[src/rtl/lsu_mem_master.sv]
// lsu_mem_master: load/store initiator for the word-addressed data port of the
// NPC unified memory. Takes one byte-addressed request at a time, converts the
// address to a word index, does read-modify-write for sub-word stores and
// returns extended load data (or an error) on a valid/ready response channel.
//
// Optional build macro: LSU_BOUNDS_CHECK_EN -- when defined, a word index
// >= DEPTH is reported as an error with no memory access.
//
// Ports:
//   clk, rst              clock; synchronous active-low reset
//   req_valid/req_ready   request handshake
//   req_wen, req_size, req_unsigned, req_addr, req_wdata   request fields
//   resp_valid/resp_ready response handshake
//   resp_rdata, resp_err  response payload
//   mem_raddr, mem_rdata  memory read port (combinational read data)
//   mem_waddr, mem_wdata, mem_wen   memory write port
module lsu_mem_master #(
    parameter int unsigned DEPTH = 128,
    parameter int unsigned IDX_W = 7
) (
    input  logic        clk,
    input  logic        rst,
    input  logic        req_valid,
    output logic        req_ready,
    input  logic        req_wen,
    input  logic [1:0]  req_size,
    input  logic        req_unsigned,
    input  logic [31:0] req_addr,
    input  logic [31:0] req_wdata,
    output logic        resp_valid,
    input  logic        resp_ready,
    output logic [31:0] resp_rdata,
    output logic        resp_err,
    output logic [31:0] mem_raddr,
    input  logic [31:0] mem_rdata,
    output logic [31:0] mem_waddr,
    output logic [31:0] mem_wdata,
    output logic        mem_wen
);

    typedef enum logic [2:0] {StIdle, StLoad, StRmwRd, StWrite, StResp} state_e;

    state_e      state_q, state_d;
    logic [31:0] addr_q, addr_d;
    logic [1:0]  size_q, size_d;
    logic        wen_q, wen_d;
    logic        uns_q, uns_d;
    logic [31:0] wdata_q, wdata_d;
    logic [31:0] data_q, data_d;
    logic        err_q, err_d;

    logic        fire;
    logic        req_bad;
    logic [7:0]  byte_v;
    logic [15:0] half_v;
    logic [31:0] load_ext;
    logic [31:0] merged;
    logic [31:0] word_idx;

    // Parameters only matter to the optional bounds check.
    logic unused_cfg;
    assign unused_cfg = ^{DEPTH, IDX_W};

    assign fire     = req_valid & req_ready;
    assign word_idx = {2'b00, addr_q[31:2]};

    // Request legality, evaluated on the live request fields at fire.
    always_comb begin
        req_bad = 1'b0;
        unique case (req_size)
            2'd0: req_bad = 1'b0;
            2'd1: req_bad = req_addr[0];
            2'd2: req_bad = |req_addr[1:0];
            2'd3: req_bad = 1'b1;
        endcase
`ifdef LSU_BOUNDS_CHECK_EN
        if ({2'b00, req_addr[31:2]} >= DEPTH) begin
            req_bad = 1'b1;
        end
`endif
    end

    // Lane extraction and extension of the captured load word.
    always_comb begin
        byte_v = 8'h00;
        unique case (addr_q[1:0])
            2'd0: byte_v = data_q[7:0];
            2'd1: byte_v = data_q[15:8];
            2'd2: byte_v = data_q[23:16];
            2'd3: byte_v = data_q[31:24];
        endcase
        half_v = addr_q[1] ? data_q[31:16] : data_q[15:0];
        unique case (size_q)
            2'd0:    load_ext = {{24{byte_v[7] & ~uns_q}}, byte_v};
            2'd1:    load_ext = {{16{half_v[15] & ~uns_q}}, half_v};
            default: load_ext = data_q;
        endcase
    end

    // Store data: full word, or the RMW word with one lane replaced.
    always_comb begin
        merged = data_q;
        unique case (size_q)
            2'd0: begin
                unique case (addr_q[1:0])
                    2'd0: merged[7:0]   = wdata_q[7:0];
                    2'd1: merged[15:8]  = wdata_q[7:0];
                    2'd2: merged[23:16] = wdata_q[7:0];
                    2'd3: merged[31:24] = wdata_q[7:0];
                endcase
            end
            2'd1: begin
                if (addr_q[1]) begin
                    merged[31:16] = wdata_q[15:0];
                end else begin
                    merged[15:0] = wdata_q[15:0];
                end
            end
            default: merged = wdata_q;
        endcase
    end

    // Next-state logic.
    always_comb begin
        state_d = state_q;
        addr_d  = addr_q;
        size_d  = size_q;
        wen_d   = wen_q;
        uns_d   = uns_q;
        wdata_d = wdata_q;
        data_d  = data_q;
        err_d   = err_q;
        unique case (state_q)
            StIdle: begin
                if (fire) begin
                    addr_d  = req_addr;
                    size_d  = req_size;
                    wen_d   = req_wen;
                    uns_d   = req_unsigned;
                    wdata_d = req_wdata;
                    err_d   = req_bad;
                    if (req_bad) begin
                        state_d = StResp;
                    end else if (!req_wen) begin
                        state_d = StLoad;
                    end else if (req_size == 2'd2) begin
                        state_d = StWrite;
                    end else begin
                        state_d = StRmwRd;
                    end
                end
            end
            StLoad: begin
                data_d  = mem_rdata;
                state_d = StResp;
            end
            StRmwRd: begin
                data_d  = mem_rdata;
                state_d = StWrite;
            end
            StWrite: begin
                state_d = StResp;
            end
            StResp: begin
                if (resp_ready) begin
                    state_d = StIdle;
                end
            end
            default: state_d = StIdle;
        endcase
    end

    always_ff @(posedge clk) begin
        if (!rst) begin
            state_q <= StIdle;
            addr_q  <= 32'h0;
            size_q  <= 2'd0;
            wen_q   <= 1'b0;
            uns_q   <= 1'b0;
            wdata_q <= 32'h0;
            data_q  <= 32'h0;
            err_q   <= 1'b0;
        end else begin
            state_q <= state_d;
            addr_q  <= addr_d;
            size_q  <= size_d;
            wen_q   <= wen_d;
            uns_q   <= uns_d;
            wdata_q <= wdata_d;
            data_q  <= data_d;
            err_q   <= err_d;
        end
    end

    // Outputs are pure functions of state so they hold steady through RESP.
    always_comb begin
        req_ready  = (state_q == StIdle);
        resp_valid = (state_q == StResp);
        resp_err   = resp_valid & err_q;
        resp_rdata = (resp_valid && !err_q && !wen_q) ? load_ext : 32'h0;
        mem_raddr  = (state_q == StIdle) ? 32'h0 : word_idx;
        mem_waddr  = (state_q == StIdle) ? 32'h0 : word_idx;
        mem_wen    = (state_q == StWrite);
        mem_wdata  = mem_wen ? merged : 32'h0;
    end

endmodule

[config.mk]
export PLATFORM = sky130hd
export DESIGN_NAME = lsu_mem_master
export DESIGN_NICKNAME = d
export VERILOG_FILES = /design/src/rtl/lsu_mem_master.sv
export SDC_FILE = /design/constraint.sdc
export NUM_CORES = 1
export LEC_CHECK = 0
export BUFFER_PORTS_ARGS = -buffer_cell sky130_fd_sc_hd__buf_2
export CORE_UTILIZATION = 54
export DETAILED_ROUTE_END_ITERATION = 8
export GPL_TIMING_DRIVEN = 0
export HOLD_SLACK_MARGIN = 0.12
export PLACE_DENSITY = 0.89
export SYNTH_ARGS = -nofsm -noshare
export SYNTH_HDL_FRONTEND = slang
export SYNTH_SLANG_ARGS = --single-unit
[constraint.sdc]
create_clock -name clk -period 4.3 [get_ports clk]
set_input_delay 0 -clock clk [delete_from_list [all_inputs] [get_ports clk]]
set_output_delay 0 -clock clk [all_outputs]
set_load 0.01 [all_outputs]
==> impl_metrics.yaml <==
outcome:
  run_status: "finished, violations left"
  violations: "DRC"
pwr:
  max-vdd-ir-drop_v: 0.000315
  cellLeakagePower_nw: 4.29
  power_per_cell_area_nw_per_um2: 295
setup_path:
  critical_path_data_arrival_time_ns: 2.67
  cp_top_family: "simple AND/OR/NAND/NOR gates"
  crit_path_max_incr_delay_ns: 0.49
  cp-start-kind: "flop"
  critical_path_buf_inv_count: 2
  criticalPathCategory: "flop to primary output"
  cp_max_fo: 9
  crit_path_required_time_ns: 4.30
  critPathSlowestCell: "or3b_1"
  cp_cell_sequence: "clkbuf_1, or3b_1, nor3_4, o221ai_2, a21oi_1, buf_2"
  cp-end-kind: "primary output"
die:
  core_box_area_sq_um: 11000
  die-height_um: 109
  die_footprint_sq_um: 11800
  io-pin-count: 236
  dieWidth_um: 109
  row_count: 38
  floorplan.initialDensity_pct: 56.0
yosys:
  synth-seq-cells: 104
  yosys_most_used_dff: "dfxtp_1"
  netlist_area_sq_um: 6150
  synth_cell_type_count: 43
  postSynth.asyncResetShare_pct: 0
  synth_enable_flop_cells: 0
  synthesis.instances: 815
  synth.yosys.seq_area_share_pct: 33.8
  syn_area_per_cell_sq_um: 7.55
  yosysWarnings: 0
routing:
  drt-pass1-iter-count: 9
  route.vias.total: 7838
  drt_iter0_markers: 933
  drt-vias-per-instance: 5.82
  drc: 13
  totalWireLength_um: 25200
  drtAntennaViolNets: 0
  detail_route.wl_per_cell_um: 18.7
sta:
  period_needed_ns: 2.67
  slew-limit-headroom_pct: 58.6
  final_min_period_over_clock_period_pct: 62.0
  rsz0062_at_grt: "no"
  max_freq_mhz: 375
  finalHoldViolations: 0
  drv_slew: 0
  worst_slew_pin_slew_ns: 0.622
  report.final.setup_viol: 0
  final_layout_worst_hold_slack_ns: 0.439
  timing.setup.tns_ns: 0
  clock-skew-final_ns: 0.00967
cts:
  insertion_delay_ns: 0.35
  numCtsBuffers: 9
  numClockSinks: 104
  cts-root-buf: "clkbuf_16"
  cts_tree: "yes"
  clk_transition_reported_paths_ns: 0.08
  htree_levels: 3
  max-clock-path-buffers: 2
global_routing:
  maximum_number_of_pins_on_one_net_before_global_route_repair: 18
  number_of_global_route_vias_before_repair: 7634
  grt_use_total_pct: 42.3
  gr-total-overflow: 0
  antenna_violations_before_repair: 0
  grt_pass1_wl_um: 38200
placement:
  io_buffers: 230
  dp_hpwl_um: 15800
  gp_congestion: 0.966
cells_and_area:
  mostFrequentLayoutCell: "buf_2"
  synthToLayoutAreaGrowth_pct: 49.8
  diodes: 0
  layout-drive-gt1-share_pct: 27.3
  number_of_filler_instances_in_the_final_layout: 651
  numnets_final: 1305
  final_cell_mix: "buf_2 (240), nand2_1 (227), dlygate4sd3_1 (142), dfxtp_1 (104), a21boi_0 (101)"
  utilization_pct: 83.9
min_path:
  worst_hold_path_type: "input port to flop"
run:
  drv_cap: 0
==> registers in the layout, indices dropped and copies added (netlist names) <==
| signal | flops |
|---|---|
| addr_q | 32 |
| data_q | 32 |
| err_q | 1 |
| size_q | 2 |
| state_q | 3 |
| uns_q | 1 |
| wdata_q | 32 |
| wen_q | 1 |
==> through the flow <==
| stage | instance area, sq um | instances | setup WS, ns | power (W) |
|---|---|---|---|---|
| after floorplan | 6160 | 818 | 2.59 | 0.00150 |
| after global placement | 7490 | 1188 | 2.17 | 0.00170 |
| after detailed placement | 7490 | 1188 | 2.19 | 0.00171 |
| after CTS | 9220 | 1346 | 1.75 | 0.00265 |
| after global routing | 9220 | 1346 | 1.52 | 0.00280 |
| final | 9220 | 1346 | 1.63 | 0.00272 |
==> cell type report <==
class | count | area (sq um) | area share (%)
Buffer | 101 | 531 | 5.75
Clock buffer | 11 | 243 | 2.63
Clock inverter | 5 | 63.8 | 0.692
Inverter | 22 | 82.6 | 0.896
Multi-Input combinational cell | 591 | 3470 | 37.6
Sequential cell | 104 | 2080 | 22.6
Tap cell | 140 | 175 | 1.90
Timing Repair Buffer | 372 | 2570 | 27.9
==> layer usage <==
| layer | share of wire [%] | vias to the layer above | wire length [um] | track usage (%) |
|---|---|---|---|---|
| li1 | - | 3483 | - | - |
| met1 | 35 | 3546 | 8910 | 47.0 |
| met2 | 48 | 635 | 12100 | 73.3 |
| met3 | 10 | 174 | 2620 | 9.74 |
| met4 | 6.3 | 0 | 1600 | 25.4 |
| met5 | 0 | - | 0 | 0 |
==> path summary, 6_finish.rpt <==
check	start	end	slack [ns]	cells past startpoint
max	state_q[1]	resp_rdata[31]	1.63	6
min	req_wdata[3]	wdata_q[3]	0.44	4
min reg2reg	uns_q	uns_q	0.47	2
max reg2reg	state_q[1]	wdata_q[11]	1.69	9
==> tightest hold or removal path, cell delays in order <==
cell,delay (ns)
dlygate4sd3_1,0.52
buf_2,0.12
nand2_1,0.04
a21boi_0,0.06
==> report_power, final <==
part	total (W)	switching (W)	internal (W)	leakage, nW
clock network	0.000857	0.000382	0.000475	0.152
registers	0.00112	0.0000818	0.00104	0.851
logic	0.000741	0.000405	0.000336	3.28
==> repair_timing <==
item | in CTS | in global routing
endpoints found under the hold margin | 104 | 0
gates resized for setup | 0 | 0
hold buffers | 142 | 0
buffers inserted | 0 | 0
endpoints found under the setup margin | 0 | 0
==> cells in the mapped netlist (2+ instances only) <==
library cell	instances	area (sq um)
a21boi_0	101	758
a21oi_1	14	70.1
buf_4	35	263
dfxtp_1	104	2080
a31oi_1	2	12.5
buf_1	2	7.51
o21a_1	3	22.5
nand3_1	2	10.0
a211o_1	7	61.3
mux2i_1	15	150
a222oi_1	24	240
nand2b_1	8	50.1
a21oi_2	10	87.6
nor2_1	38	143
a21o_1	2	15.0
nand2_1	227	852
buf_2	10	50.1
o21ai_0	18	90.1
clkbuf_1	53	199
and2_1	3	18.8
or2_2	2	12.5
nor3_1	10	50.1
inv_1	22	82.6
mux2_2	21	236
o22ai_1	9	56.3
o311a_1	7	70.1
nor2b_1	50	313
==> logic make-up (layout without fill, tap and decap cells) <==
logic type,Yosys count,after routing,share of synthesized area [%]
other cells,1,4,0.0609
xor+xnor,1,1,0.142
compound gates,201,201,24.8
flops,104,104,33.8
mux,37,37,6.47
simple gates,348,348,24.7
buf+inv,123,511,9.96
Power figures use the tool's default switching activity.
